==> config.mk <==
export PLATFORM = sky130hd
export DESIGN_NAME = text_cell_renderer
export DESIGN_NICKNAME = d
export VERILOG_FILES = /design/src/rtl/term_pkg.sv /design/src/rtl/text_cell_tracker.sv /design/src/rtl/text_cell_renderer.sv
export SDC_FILE = /design/constraint.sdc
export NUM_CORES = 1
export LEC_CHECK = 0
export CORE_ASPECT_RATIO = 0.6
export CORE_UTILIZATION = 39
export DETAILED_ROUTE_END_ITERATION = 6
export PLACE_DENSITY = 0.71
export SYNTH_ARGS = -nofsm -noshare
export SYNTH_HDL_FRONTEND = slang
export SYNTH_SLANG_ARGS = --single-unit
==> constraint.sdc <==
create_clock -name clk -period 6.3 [get_ports clk]
set_clock_uncertainty 0.2 [all_clocks]
set_input_delay 0.63 -clock clk [delete_from_list [all_inputs] [get_ports clk]]
set_output_delay 0.63 -clock clk [all_outputs]
set_load 0.02 [all_outputs]
==> src/rtl/term_pkg.sv <==
// Shared geometry, pipeline depth and sideband types for the text-mode display path.
package term_pkg;

    localparam int unsigned COLS       = 80;
    localparam int unsigned ROWS       = 40;
    localparam int unsigned CELL_W     = 8;
    localparam int unsigned CELL_H     = 12;
    localparam int unsigned TEXT_DEPTH = 3200;
    localparam int unsigned PIPE_LAT   = 5;

    localparam int unsigned BLINK_BIT_DEF = 5;
    localparam int unsigned FRAME_W       = 8;

    localparam int unsigned COL_W  = $clog2(COLS);
    localparam int unsigned ROW_W  = $clog2(ROWS);
    localparam int unsigned ADDR_W = $clog2(TEXT_DEPTH);
    localparam int unsigned PHASE_W = $clog2(CELL_W);

    // Per-pixel sideband carried alongside the memory lookups.
    typedef struct packed {
        logic [PHASE_W-1:0] phase;
        logic               hit;
        logic               vis;
        logic               disp;
        logic               hsync;
        logic               vsync;
    } pix_ctl_t;

endpackage

==> src/rtl/text_cell_tracker.sv <==
// Tracks text row, glyph line and frame count from changes in the beam line number.
module text_cell_tracker
    import term_pkg::*;
(
    input  logic               clk,
    input  logic               reset_n,
    input  logic [9:0]         vpos,
    output logic [ROW_W-1:0]   cell_row,
    output logic [3:0]         yofs,
    output logic [FRAME_W-1:0] frame_cnt,
    output logic               synced
);

    logic [9:0]         prev_vpos_q;
    logic [ROW_W-1:0]   cell_row_q;
    logic [3:0]         yofs_q;
    logic [FRAME_W-1:0] frame_cnt_q;
    logic               synced_q;

    // Outputs reflect the current vpos, so the first pixel of a new line already
    // sees the updated row/line.
    always_comb begin
        cell_row  = cell_row_q;
        yofs      = yofs_q;
        frame_cnt = frame_cnt_q;
        synced    = synced_q;
        if (vpos != prev_vpos_q) begin
            if (vpos == '0) begin
                cell_row  = '0;
                yofs      = '0;
                frame_cnt = frame_cnt_q + 1'b1;
                synced    = 1'b1;
            end else if (yofs_q == 4'(CELL_H - 1)) begin
                yofs = '0;
                if (cell_row_q != '1) begin
                    cell_row = cell_row_q + 1'b1;
                end
            end else begin
                yofs = yofs_q + 1'b1;
            end
        end
    end

    always_ff @(posedge clk or negedge reset_n) begin
        if (!reset_n) begin
            prev_vpos_q <= '0;
            cell_row_q  <= '0;
            yofs_q      <= '0;
            frame_cnt_q <= '0;
            synced_q    <= 1'b0;
        end else begin
            prev_vpos_q <= vpos;
            cell_row_q  <= cell_row;
            yofs_q      <= yofs;
            frame_cnt_q <= frame_cnt;
            synced_q    <= synced;
        end
    end

endmodule

==> src/rtl/text_cell_renderer.sv <==
// Text-mode renderer: beam position -> text RAM -> font ROM -> serialized pixel with
// blinking inverse cursor; syncs delayed to match the lookup pipeline.
module text_cell_renderer
    import term_pkg::*;
#(
    parameter int unsigned BLINK_BIT = BLINK_BIT_DEF
) (
    input  logic              clk,
    input  logic              reset_n,
    input  logic [9:0]        hpos,
    input  logic [9:0]        vpos,
    input  logic              display_on_in,
    input  logic              hsync_in,
    input  logic              vsync_in,
    output logic [ADDR_W-1:0] text_addr,
    input  logic [7:0]        text_data,
    output logic [7:0]        font_char,
    output logic [3:0]        font_yofs,
    input  logic [7:0]        font_bits,
    input  logic              cursor_en,
    input  logic [COL_W-1:0]  cursor_col,
    input  logic [ROW_W-1:0]  cursor_row,
    output logic              pixel,
    output logic              hsync_out,
    output logic              vsync_out,
    output logic              display_on_out
);

    logic [ROW_W-1:0]   cell_row;
    logic [3:0]         yofs;
    logic [FRAME_W-1:0] frame_cnt;
    logic               synced;

    text_cell_tracker u_tracker (
        .clk       (clk),
        .reset_n   (reset_n),
        .vpos      (vpos),
        .cell_row  (cell_row),
        .yofs      (yofs),
        .frame_cnt (frame_cnt),
        .synced    (synced)
    );

    logic [COL_W-1:0]  col;
    logic [ADDR_W-1:0] addr_d;
    logic              blink;
    pix_ctl_t          ctl_d;

    assign col   = hpos[9:PHASE_W];
    assign blink = |(frame_cnt & FRAME_W'(1 << BLINK_BIT));

    // row*80 + col as shift-add
    always_comb begin
        addr_d = {cell_row, 6'b0} + {2'b0, cell_row, 4'b0} + {5'b0, col};
    end

    always_comb begin
        ctl_d       = '0;
        ctl_d.phase = hpos[PHASE_W-1:0];
        ctl_d.hit   = cursor_en & blink & (col == cursor_col) & (cell_row == cursor_row);
        ctl_d.vis   = display_on_in & synced;
        ctl_d.disp  = display_on_in;
        ctl_d.hsync = hsync_in;
        ctl_d.vsync = vsync_in;
    end

    logic [ADDR_W-1:0] text_addr_q;
    logic [3:0]        yofs1_q, yofs2_q, font_yofs_q;
    logic [7:0]        font_char_q;
    pix_ctl_t          ctl_q [PIPE_LAT-1];
    pix_ctl_t          ctl_last;
    logic              pixel_q, hsync_q, vsync_q, disp_q;

    assign ctl_last = ctl_q[PIPE_LAT-2];

    always_ff @(posedge clk or negedge reset_n) begin
        if (!reset_n) begin
            text_addr_q <= '0;
            yofs1_q     <= '0;
            yofs2_q     <= '0;
            font_char_q <= '0;
            font_yofs_q <= '0;
            for (int unsigned i = 0; i < PIPE_LAT - 1; i++) begin
                ctl_q[i] <= '0;
            end
            pixel_q     <= 1'b0;
            hsync_q     <= 1'b0;
            vsync_q     <= 1'b0;
            disp_q      <= 1'b0;
        end else begin
            // Holding during blanking keeps the address inside the text RAM.
            if (display_on_in) begin
                text_addr_q <= addr_d;
            end
            yofs1_q     <= yofs;
            yofs2_q     <= yofs1_q;
            font_char_q <= text_data;
            font_yofs_q <= yofs2_q;
            ctl_q[0]    <= ctl_d;
            for (int unsigned i = 1; i < PIPE_LAT - 1; i++) begin
                ctl_q[i] <= ctl_q[i-1];
            end
            pixel_q <= ctl_last.vis & (font_bits[3'd7 - ctl_last.phase] ^ ctl_last.hit);
            hsync_q <= ctl_last.hsync;
            vsync_q <= ctl_last.vsync;
            disp_q  <= ctl_last.disp;
        end
    end

    assign text_addr      = text_addr_q;
    assign font_char      = font_char_q;
    assign font_yofs      = font_yofs_q;
    assign pixel          = pixel_q;
    assign hsync_out      = hsync_q;
    assign vsync_out      = vsync_q;
    assign display_on_out = disp_q;

endmodule

==> results of run 1 <==
## placed cells by master (no fill, tap or decap), types with 2 or more instances in the layout
master / count
sky130_fd_sc_hd__a211oi_1: 2
sky130_fd_sc_hd__a21o_1: 7
sky130_fd_sc_hd__a21oi_1: 5
sky130_fd_sc_hd__a31oi_1: 3
sky130_fd_sc_hd__and2_1: 2
sky130_fd_sc_hd__and3_1: 2
sky130_fd_sc_hd__and4_1: 3
sky130_fd_sc_hd__buf_4: 2
sky130_fd_sc_hd__clkbuf_16: 9
sky130_fd_sc_hd__clkdlybuf4s50_1: 81
sky130_fd_sc_hd__dfrtp_1: 91
sky130_fd_sc_hd__fa_1: 2
sky130_fd_sc_hd__ha_1: 14
sky130_fd_sc_hd__inv_1: 9
sky130_fd_sc_hd__inv_6: 5
sky130_fd_sc_hd__mux2_2: 12
sky130_fd_sc_hd__mux4_2: 2
sky130_fd_sc_hd__nand2_1: 11
sky130_fd_sc_hd__nand3_1: 4
sky130_fd_sc_hd__nand4_1: 7
sky130_fd_sc_hd__nor2_1: 10
sky130_fd_sc_hd__nor3_1: 2
sky130_fd_sc_hd__nor3b_1: 2
sky130_fd_sc_hd__nor4_4: 2
sky130_fd_sc_hd__o21ai_0: 5
sky130_fd_sc_hd__o22a_1: 2
sky130_fd_sc_hd__or3_1: 2
sky130_fd_sc_hd__xnor2_1: 16
sky130_fd_sc_hd__xor2_1: 18
## state kept, by name (all words and copies together) (netlist names)
| register | flops |
|---|---|
| u_tracker.frame_cnt_q | 6 |
| font_yofs | 4 |
| pixel | 1 |
| display_on_out | 1 |
| font_char | 8 |
| ctl_q | 24 |
| yofs2_q | 4 |
| vsync_out | 1 |
| u_tracker.cell_row_q | 6 |
| u_tracker.synced_q | 1 |
| hsync_out | 1 |
| ctl_last | 8 |
| u_tracker.yofs_q | 4 |
| text_addr | 12 |
| u_tracker.prev_vpos_q | 10 |
## worst max-delay path: cells and delay by family
family / cells / cell delay (ns)
compound gates: 5 / 0.85
xor+xnor: 2 / 0.28
simple gates: 2 / 0.90
mux: 1 / 0.26
fa+ha+maj: 2 / 0.99
buf+inv: 2 / 0.53
## layer usage
metal	track usage [%]	wire, um	vias to the layer above
met4	5.181	108	0
li1	-	-	1076
met5	0	0	-
met1	20.44	3079	1099
met3	6.882	513	19
met2	22.71	2882	89
## power groups by stage
stage	Sequential, mW	Combinational [mW]	Clock (mW)
floorplan	0.799	0.398	0
global placement	0.754	0.665	0
detailed placement	0.756	0.675	0
CTS	0.746	0.677	0.537
global route	0.761	0.748	0.564
finish	0.747	0.666	0.516
## stage by stage
step	cell area, um^2	utilization (%)
2_1_floorplan	3601	-
3_3_place_gp	4553	52.22
3_5_place_dp	4553	52.22
4_1_cts	4843	55.55
5_1_grt	4843	55.55
6_report	4843	55.55
## worst paths after layout
path | cells after the start | slack, ns | from | to
min in group clk | 0 | 0.15 | ctl_q[11] | ctl_last[3]
max in group asynchronous | 2 | 4.81 | reset_n | u_tracker.yofs_q[3]
min | 1 | 0.03 | reset_n | ctl_last[7]
max reg2reg | 14 | 2.26 | u_tracker.cell_row_q[0] | text_addr[11]
min reg2reg | 0 | 0.15 | ctl_q[11] | ctl_last[3]
max | 14 | 1.87 | vpos[5] | text_addr[11]
## cells by family (layout without fill, tap and decap cells)
group | count (synthesis) | in the layout | share of synthesized area (%)
simple gates | 53 | 53 | 8.965
fa+ha+maj | 16 | 16 | 5.976
flops | 91 | 91 | 63.24
compound gates | 33 | 33 | 6.950
xor+xnor | 34 | 34 | 8.269
buf+inv | 12 | 108 | 1.320
mux | 15 | 15 | 5.281
## cell usage after synthesis
library cell                count
sky130_fd_sc_hd__mux2i_1        1
sky130_fd_sc_hd__o22ai_1        1
sky130_fd_sc_hd__a31oi_2        1
sky130_fd_sc_hd__o311ai_0       1
sky130_fd_sc_hd__inv_1          9
sky130_fd_sc_hd__mux4_2         2
sky130_fd_sc_hd__nor2_1        10
sky130_fd_sc_hd__xnor2_1       16
sky130_fd_sc_hd__o211ai_1       1
sky130_fd_sc_hd__nor3_1         2
sky130_fd_sc_hd__and3_1         2
sky130_fd_sc_hd__fa_1           2
sky130_fd_sc_hd__nor4_2         1
sky130_fd_sc_hd__nor3b_1        2
sky130_fd_sc_hd__a221oi_4       1
sky130_fd_sc_hd__a21o_1         7
sky130_fd_sc_hd__xor2_1        18
sky130_fd_sc_hd__clkbuf_1       1
sky130_fd_sc_hd__a211oi_1       2
sky130_fd_sc_hd__nand3b_1       1
sky130_fd_sc_hd__nand3_1        4
sky130_fd_sc_hd__mux2_2        12
sky130_fd_sc_hd__nand4_1        7
sky130_fd_sc_hd__nor4_4         2
sky130_fd_sc_hd__o22a_1         2
sky130_fd_sc_hd__a211o_1        1
sky130_fd_sc_hd__o21ai_0        5
sky130_fd_sc_hd__a21oi_1        5
sky130_fd_sc_hd__ha_1          14
sky130_fd_sc_hd__and3_2         1
sky130_fd_sc_hd__buf_2          1
sky130_fd_sc_hd__and4_1         3
sky130_fd_sc_hd__a32oi_1        1
sky130_fd_sc_hd__a31oi_1        3
sky130_fd_sc_hd__clkbuf_2       1
sky130_fd_sc_hd__or3_1          2
sky130_fd_sc_hd__nand2_1       11
sky130_fd_sc_hd__a2bb2oi_1      1
sky130_fd_sc_hd__nor4_1         1
sky130_fd_sc_hd__and2_1         2
sky130_fd_sc_hd__o31a_1         1
sky130_fd_sc_hd__or2_2          1
sky130_fd_sc_hd__dfrtp_1       91
sky130_fd_sc_hd__and3b_1        1
## final cells by class
cell class	instances	share of cell area (%)
clock buffers	10	4.934
clock inverters	6	1.059
inverters	9	0.6975
multi-input cells	151	26.35
flip-flops and latches	91	47.02
well taps	112	2.893
repair buffers	83	17.05
==> flow_metrics.env, run 1 <==
export IMPL_num_vias=2283
export IMPL_critical_path_required_ns=6.32
export IMPL_routabilityCongestion=0.8840
export IMPL_ys_top_cells_by_area="sky130_fd_sc_hd__dfrtp_1 63%, sky130_fd_sc_hd__ha_1 4.9%, sky130_fd_sc_hd__xor2_1 4.4%"
export IMPL_dpl_cells=446
export IMPL_maxClockFrequency_mhz=225.6
export IMPL_antenna_found_initial=0
export IMPL_synthesis_yosys_warnings=0
export IMPL_power_share_sequential_pct=38.7
export IMPL_finalCritPeriodShare_pct=70.36
export IMPL_post_route_worst_setup_slack_ns=1.867
export IMPL_grt_pass1_wl_um=11490
export IMPL_finalCriticalPeriod_ns=4.433
export IMPL_floorplan_die_area_um2=9634
export IMPL_timing_final_setup_violations=0
export IMPL_setup_tns_final_ns=0
export IMPL_syn_area_um2=3601
export IMPL_cts_root_buffer="sky130_fd_sc_hd__clkbuf_16"
export IMPL_worst_hold_path_type="in -> async"
export IMPL_io_pins=83
export IMPL_max_cap_viol_count=0
export IMPL_insertion_delay_ns=0.34
export IMPL_final_hold_violation_count=0
export IMPL_final_instance_count_excl_fill=462
export IMPL_post_cts_setup_buffer_count=0
export IMPL_status="completed"
export IMPL_cpPeakStageDelay_ns=0.53
export IMPL_p_int_mw=1.310
export IMPL_avgSynthCellArea_um2=14.18
export IMPL_floorplan_core_area_um2=8718
export IMPL_timing_worst_slew_pin_value_ns=0.6850
export IMPL_cell_type_with_the_highest_aggregate_area_in_the_netlist="sky130_fd_sc_hd__dfrtp_1"
export IMPL_seq_area_frac_synth_pct=63.24
export IMPL_clk_pin_slew_worst_paths_ns=0.07
export IMPL_tritoncts_clock_tree="built"
export IMPL_die_height_um=76.43
export IMPL_multi_input_gate_area_in_the_final_layout_um2=1276
export IMPL_routed_via_density=4.942
export IMPL_floorplan_die_width_um=126.1
export IMPL_placement_setup_worst_slack_ns=1.501
export IMPL_final_antenna_net_count=0
export IMPL_avgRoutedWirePerCell_um=14.25
export IMPL_power_share_clock_pct=26.8
export IMPL_worst_endpoint_arrival_ns=4.46
export IMPL_fin_hold_ws_ns=0.03067
export IMPL_cp_start_kind="primary input"
export IMPL_htree_levels=3
export IMPL_grt_start_max_net_pins=56
export IMPL_synth_largest_type_area_fraction_pct=63.24
export IMPL_postRouteWirelength_um=6584
export IMPL_synthToLayoutAreaGrowth_pct=34.50
export IMPL_yosys_register_bits=91
export IMPL_post_synth_inst_count=254
export IMPL_drt_iter0_drc=135
export IMPL_cp_end_kind="register"
export IMPL_critical_setup_path_class="in -> reg"
export IMPL_maximum_fanout_along_the_worst_path=12
export IMPL_cp_cell_sequence="clkdlybuf4s50_1 -> xor2_1 -> nor4_4 -> and3_2 -> a221oi_4 -> fa_1 -> inv_1 -> fa_1 -> a21o_1 -> a21o_1 -> a21o_1 -> a21oi_1 -> xnor2_1 -> mux2_2"
export IMPL_num_antenna_cells=0
export IMPL_num_fill_cells=732
export IMPL_post_synth_num_cell_types=44
export IMPL_power_density_nw_per_um2=398.1
export IMPL_detailedPlacementHpwl_um=4814
export IMPL_worst_slew_margin_rel_pct=54.34
export IMPL_proportion_of_layout_cells_with_a_drive_suffix_above_1_pct=11.14
export IMPL_grt_ovfl_total=0
export IMPL_switchingPower_uw=618.3
export IMPL_ff_latch_area_um2=2277
export IMPL_first_global_vias=2347
export IMPL_synthesis_nets=325
export IMPL_num_rows=26
export IMPL_maximum_vdd_drop_mv=0.2860
export IMPL_drt_drc_violations_left=0
export IMPL_port_buffers=82
export IMPL_share_comb_of_total_power_pct=34.5
export IMPL_final_nets=416
export IMPL_cts_buffer_depth=2
export IMPL_final_max_slew_viol_count=0
export IMPL_numCtsBuffers=9
export IMPL_initial_utilization_pct=41.30
export IMPL_detail_route_first_pass_iterations=4
export IMPL_switching_share_pct=32.07
export IMPL_postcts_resize_cnt=0
export IMPL_clock_sink_count=91
export IMPL_critical_path_most_common_cell="sky130_fd_sc_hd__a21o_1"
export IMPL_globalRouteTotalUtil_pct=15.51
export IMPL_cts_hold_buffers=0
export IMPL_rsz0062_at_grt="false"
export IMPL_cpMaxStageDelayCell="sky130_fd_sc_hd__fa_1"
export IMPL_power_leakage_nw=2.143
export IMPL_power_mw=1.928
Note: power is estimated with default switching activity, not from simulation.
==> run 2, diff against run 1 <==
Clock period 6.3 ns to 4.6 ns, I/O delays scaled along.
==> run 2 against run 1 <==
Effect of this change:
- design area grew 0.21%
- non-clock buffer count grew 3
- clock-buffer cell count fell by 1
- sequential cell count stayed put
- total power is 36% higher
- die area unchanged
- via count is 0.53% lower
- final cell count is 0.43% higher
- wire length shrank 1.5%
- setup slack worse by 1.4 ns
- critical path type unchanged
- highest routed layer unchanged
==> flow_metrics.env, run 2 (same netlist as run 1, synthesis figures left out) <==
export IMPL_status="completed"
export IMPL_num_fill_cells=726
export IMPL_tritoncts_clock_tree="built"
export IMPL_cts_buffer_depth=2
export IMPL_crit_reg_reg_endpoint="text_addr[11]"
export IMPL_antenna_found_initial=0
export IMPL_io_pins=83
export IMPL_clk_pin_slew_worst_paths_ns=0.06
export IMPL_cts_hold_buffers=1
export IMPL_first_global_vias=2262
export IMPL_drt_drc_violations_left=0
export IMPL_commonest_non_fill_non_tap_cell_in_the_layout="sky130_fd_sc_hd__dfrtp_1"
export IMPL_timing_final_setup_violations=0
export IMPL_critical_path_startpoint="vpos[8]"
export IMPL_max_ffs_per_register=24
export IMPL_cpPeakStageDelay_ns=0.47
export IMPL_floorplan_die_width_um=126.1
export IMPL_worstHoldPathCells=0
export IMPL_detailedPlacementHpwl_um=4688
export IMPL_finalCriticalPeriod_ns=4.133
export IMPL_power_density_nw_per_um2=538.8
export IMPL_cp_start_kind="primary input"
export IMPL_drt_iter0_drc=129
export IMPL_maxClockFrequency_mhz=242.0
export IMPL_floorplan_core_area_um2=8718
export IMPL_final_antenna_net_count=0
export IMPL_routed_via_density=4.894
export IMPL_rr_worst_depth=14
export IMPL_die_height_um=76.43
export IMPL_setup_reg_to_reg_worst_slack_ns=0.59
export IMPL_cp_cell_sequence="clkdlybuf4s50_1 -> xor2_1 -> nor4_4 -> a32oi_1 -> o22ai_1 -> ha_1 -> ha_1 -> fa_1 -> a21o_1 -> a21o_1 -> a21o_1 -> a21oi_1 -> xnor2_1 -> mux2_2"
export IMPL_post_route_worst_setup_slack_ns=0.4672
export IMPL_dpl_cells=448
export IMPL_worst_endpoint_arrival_ns=4.16
export IMPL_critical_setup_path_class="in -> reg"
export IMPL_gr_usage_met2_pct=20.66
export IMPL_top_usage_layer="met1"
export IMPL_timing_rr_start="u_tracker.cell_row_q[0]"
export IMPL_num_vias=2271
export IMPL_critical_path_most_common_cell="sky130_fd_sc_hd__a21o_1"
export IMPL_crit_end="text_addr[11]"
export IMPL_worst_hold_path_type="reg -> reg"
export IMPL_final_hold_violation_count=0
export IMPL_cp_end_kind="register"
export IMPL_detail_route_first_pass_iterations=5
export IMPL_rsz0062_at_grt="false"
export IMPL_registers_top_by_ff_count="ctl_q"
export IMPL_worst_slew_margin_rel_pct=57.00
export IMPL_cts_root_buffer="sky130_fd_sc_hd__clkbuf_16"
export IMPL_placement_setup_worst_slack_ns=0.1070
export IMPL_htree_levels=3
export IMPL_clock_sink_count=91
export IMPL_final_nets=419
export IMPL_timing_worst_slew_pin_value_ns=0.6451
export IMPL_setup_tns_final_ns=0
export IMPL_grt_pass1_wl_um=11120
export IMPL_insertion_delay_ns=0.34
export IMPL_postRouteWirelength_um=6484
export IMPL_num_rows=26
export IMPL_finalCritPeriodShare_pct=89.84
export IMPL_grt_met1_usage_pct=21.13
export IMPL_maximum_fanout_along_the_worst_path=7
export IMPL_final_instance_count_excl_fill=464
export IMPL_cpMaxStageDelayCell="sky130_fd_sc_hd__clkdlybuf4s50_1"
export IMPL_port_buffers=82
export IMPL_num_antenna_cells=0
export IMPL_synthToLayoutAreaGrowth_pct=34.78
export IMPL_max_cap_viol_count=0
export IMPL_numCtsBuffers=9
export IMPL_routabilityCongestion=0.8481
export IMPL_globalRouteTotalUtil_pct=15.11
export IMPL_grt_ovfl_total=0
export IMPL_floorplan_die_area_um2=9634
export IMPL_grt_start_max_net_pins=54
export IMPL_initial_utilization_pct=41.30
export IMPL_critical_path_required_ns=4.62
export IMPL_avgRoutedWirePerCell_um=13.97
export IMPL_highest_count_cells_in_the_layout_ignoring_fill_and_taps="91 x sky130_fd_sc_hd__dfrtp_1, 81 x sky130_fd_sc_hd__clkdlybuf4s50_1, 18 x sky130_fd_sc_hd__xor2_1, 16 x sky130_fd_sc_hd__xnor2_1, 14 x sky130_fd_sc_hd__ha_1"
export IMPL_power_leakage_nw=2.145
export IMPL_final_max_slew_viol_count=0
export IMPL_postcts_resize_cnt=0
export IMPL_proportion_of_layout_cells_with_a_drive_suffix_above_1_pct=11.36
export IMPL_post_cts_setup_buffer_count=0
export IMPL_groute_layer_met3_usage_pct=6.461
export IMPL_maximum_vdd_drop_mv=0.3794
-- run 2: worst min path at each step --
stage / from / to / slack, ns
after global routing: ctl_q[12] / ctl_last[4] / 0.15
after CTS: ctl_q[18] / ctl_q[10] / 0.15
final: ctl_q[18] / ctl_q[10] / 0.14
after global placement: ctl_q[18] / ctl_q[10] / 0.13
after detailed placement: ctl_q[18] / ctl_q[10] / 0.13
after floorplan: reset_n / ctl_last[0] / -0.04
-- run 2: layout make-up --
type                       count  area (um^2)  area share (%)
sequential                    91         2277           46.92
clock inverter                 6        50.05           1.031
tap                          112        140.1           2.887
timing repair buffer          86        850.8           17.53
clock buffer                   9        225.2           4.640
inverter                       9        33.78          0.6961
multi-input combinational    151         1276           26.30
-- run 2: power breakdown --
part	switching [mW]	leakage (nW)	internal, mW	total, mW
logic	0.448	0.917	0.470	0.918
clock network	0.308	0.129	0.368	0.676
registers	0.0862	1.10	0.935	1.02
-- run 2: metrics by stage --
stage | area (um^2) | utilization, % | hold WS, ns | power [mW]
3_3_place_gp | 4568 | 52.40 | 0.1311 | 1.939
5_1_grt | 4853 | 55.67 | 0.1513 | 2.813
3_5_place_dp | 4568 | 52.40 | 0.1347 | 1.955
2_1_floorplan | 3601 | - | -0.03559 | 1.639
4_1_cts | 4853 | 55.67 | 0.1465 | 2.651
6_report | 4853 | 55.67 | 0.1449 | 2.615
-- run 2: critical path: cells and delay by family --
| kind | cells | cell delay (ns) |
|---|---|---|
| AO/OA/AOI/OAI | 6 | 1.32 |
| AND/OR/NAND/NOR | 1 | 0.45 |
| buffers and inverters | 1 | 0.47 |
| adder cells (fa/ha/maj) | 3 | 0.93 |
| XOR/XNOR | 2 | 0.26 |
| multiplexers | 1 | 0.26 |
-- run 2: metal layers --
layer	vias up	wire, um
met5	-	0
met4	0	85
met3	11	485
met2	84	2732
met1	1088	3180
li1	1088	-
==> run 3, diff against run 2 <==
Settings changed: GPL_TIMING_DRIVEN from default to 0.
==> run 3 against run 2 <==
Effect of this change:
- sequential share of layout area is 0.28 points lower
- die area unchanged
- setup slack got worse by 0.23 ns
- worst hold slack worse by 0.0019 ns
- via count is 1.6% lower
- final cell count is 0.22% higher
- critical path depth increased by 1
- clock-buffer cell count is 1 higher
- wire length grew 2.0%
- combinational power grew 2.4%
==> flow_metrics.env, run 3 (same netlist as run 1, synthesis figures left out) <==
export IMPL_maximum_vdd_drop_mv=0.3866
export IMPL_first_global_vias=2368
export IMPL_power_density_nw_per_um2=549.2
export IMPL_critical_path_required_ns=4.62
export IMPL_critical_path_most_common_cell="sky130_fd_sc_hd__a21o_1"
export IMPL_io_pins=83
export IMPL_commonest_non_fill_non_tap_cell_in_the_layout="sky130_fd_sc_hd__dfrtp_1"
export IMPL_grt_ovfl_total=0
export IMPL_globalRouteTotalUtil_pct=15.36
export IMPL_floorplan_die_area_um2=9634
export IMPL_num_vias=2234
export IMPL_stdcell_area_um2=4882
export IMPL_routed_via_density=4.804
export IMPL_worst_hold_path_type="reg -> reg"
export IMPL_cpMaxStageDelayCell="sky130_fd_sc_hd__clkdlybuf4s50_1"
export IMPL_critical_setup_path_class="in -> reg"
export IMPL_maxClockFrequency_mhz=229.3
export IMPL_worst_endpoint_arrival_ns=4.39
export IMPL_numCtsBuffers=9
export IMPL_postRouteWirelength_um=6612
export IMPL_dpl_cells=449
export IMPL_cp_end_kind="register"
export IMPL_synthToLayoutAreaGrowth_pct=35.58
export IMPL_detailedPlacementHpwl_um=4755
export IMPL_proportion_of_layout_cells_with_a_drive_suffix_above_1_pct=11.05
export IMPL_highest_count_cells_in_the_layout_ignoring_fill_and_taps="91 x sky130_fd_sc_hd__dfrtp_1, 81 x sky130_fd_sc_hd__clkdlybuf4s50_1, 18 x sky130_fd_sc_hd__xor2_1, 16 x sky130_fd_sc_hd__xnor2_1, 14 x sky130_fd_sc_hd__ha_1"
export IMPL_initial_utilization_pct=41.30
export IMPL_num_rows=26
export IMPL_grt_pass1_wl_um=11310
export IMPL_floorplan_core_area_um2=8718
export IMPL_status="completed"
export IMPL_antenna_found_initial=0
export IMPL_clock_sink_count=91
export IMPL_num_antenna_cells=0
export IMPL_drt_drc_violations_left=0
export IMPL_timing_final_setup_violations=0
export IMPL_registers_top_by_ff_count="ctl_q"
export IMPL_cp_start_kind="primary input"
export IMPL_multi_input_gate_area_in_the_final_layout_um2=1276
export IMPL_htree_levels=3
export IMPL_setup_reg_to_reg_worst_slack_ns=0.48
export IMPL_maximum_fanout_along_the_worst_path=10
export IMPL_floorplan_die_width_um=126.1
export IMPL_ff_latch_area_um2=2277
export IMPL_postcts_resize_cnt=0
export IMPL_max_cap_viol_count=0
export IMPL_drt_iter0_drc=158
export IMPL_clk_pin_slew_worst_paths_ns=0.06
export IMPL_finalCritPeriodShare_pct=94.81
export IMPL_dpl_cell_area_um2=4579
export IMPL_final_antenna_net_count=0
export IMPL_avgRoutedWirePerCell_um=14.22
export IMPL_port_buffers=82
export IMPL_final_hold_violation_count=0
export IMPL_final_max_slew_viol_count=0
export IMPL_cts_root_buffer="sky130_fd_sc_hd__clkbuf_16"
export IMPL_die_height_um=76.43
export IMPL_timing_worst_slew_pin_value_ns=0.6473
export IMPL_fin_hold_ws_ns=0.1430
export IMPL_grt_start_max_net_pins=51
export IMPL_max_ffs_per_register=24
export IMPL_insertion_delay_ns=0.34
export IMPL_rsz0062_at_grt="false"
export IMPL_final_instance_count_excl_fill=465
export IMPL_cpPeakStageDelay_ns=0.47
export IMPL_cts_buffer_depth=2
export IMPL_cp_cell_sequence="clkdlybuf4s50_1 -> xor2_1 -> nor4_4 -> and3_2 -> buf_2 -> o22ai_1 -> ha_1 -> ha_1 -> fa_1 -> a21o_1 -> a21o_1 -> a21o_1 -> a21oi_1 -> xnor2_1 -> mux2_2"
export IMPL_finalCriticalPeriod_ns=4.361
export IMPL_final_nets=420
export IMPL_num_fill_cells=750
export IMPL_detail_route_first_pass_iterations=4
export IMPL_routabilityCongestion=0.7768
export IMPL_power_leakage_nw=2.162
export IMPL_worst_slew_margin_rel_pct=56.85
export IMPL_power_mw=2.681
export IMPL_tritoncts_clock_tree="built"
export IMPL_setup_tns_final_ns=0
-- run 3: cell count changes in the layout (fill, tap and decap cells not counted), sizes merged --
cell / previous run / this run
clkbuf: 9 / 12
buf: 4 / 3
clkinvlp: 2 / 1
inv: 11 / 10
bufinv: 0 / 1
-- run 3: where the power goes --
part / switching (mW) / total (mW) / internal [mW]
clock network: 0.298 / 0.719 / 0.421
registers: 0.0867 / 1.02 / 0.936
logic: 0.465 / 0.940 / 0.475
-- run 3: cell type report --
type,instances,share of cell area [%]
tap,112,2.870
buffer,3,0.2819
multi-input combinational,151,26.14
inverter,9,0.6920
timing repair buffer,84,17.38
clock inverter,5,1.307
clock buffer,10,4.690
sequential,91,46.64
-- run 3: metal layers --
layer	GRT usage (%)	vias up	wire, um
li1	-	1084	-
met1	20.70	1067	3184
met2	22.15	76	2870
met3	6.461	7	476
met4	5.301	0	80
met5	0	-	0
-- run 3: through the flow --
| step | worst slack, ns | util, % |
|---|---|---|
| 6_report | 0.2389 | 56.00 |
| 5_1_grt | 0.01707 | 56.00 |
| 4_1_cts | 0.1907 | 56.00 |
| 3_5_place_dp | -0.1426 | 52.53 |
| 3_3_place_gp | -0.3160 | 52.32 |
| 2_1_floorplan | 0.7093 | - |
-- run 3: path summary, 6_finish.rpt --
check                                    startpoint                  endpoint  cells after the start
min reg2reg                               ctl_q[18]                 ctl_q[10]                      0
max reg2reg                u_tracker.prev_vpos_q[8]             text_addr[11]                     14
max                                         vpos[8]             text_addr[11]                     15
min                                       ctl_q[18]                 ctl_q[10]                      0
min in group asynchronous                   reset_n            display_on_out                      2
max in group asynchronous                   reset_n  u_tracker.prev_vpos_q[0]                      3
-- run 3: timing repair --
item | 4_1_cts | 5_1_grt
setup buffers | 0 | 0
setup endpoints to repair | 0 | 1
endpoints found under the hold margin | 49 | 0
hold buffers | 1 | 0
-- run 3: worst max-delay path, delay by kind of cell --
family                     cells  cell delay [ns]
muxes                          1             0.26
AOI/OAI and AO/OA              5             0.93
xor gates and xnor gates       2             0.27
adders and majority gates      3             0.96
and+or+nand+nor                2             0.78
buffers and inverters          2             0.70
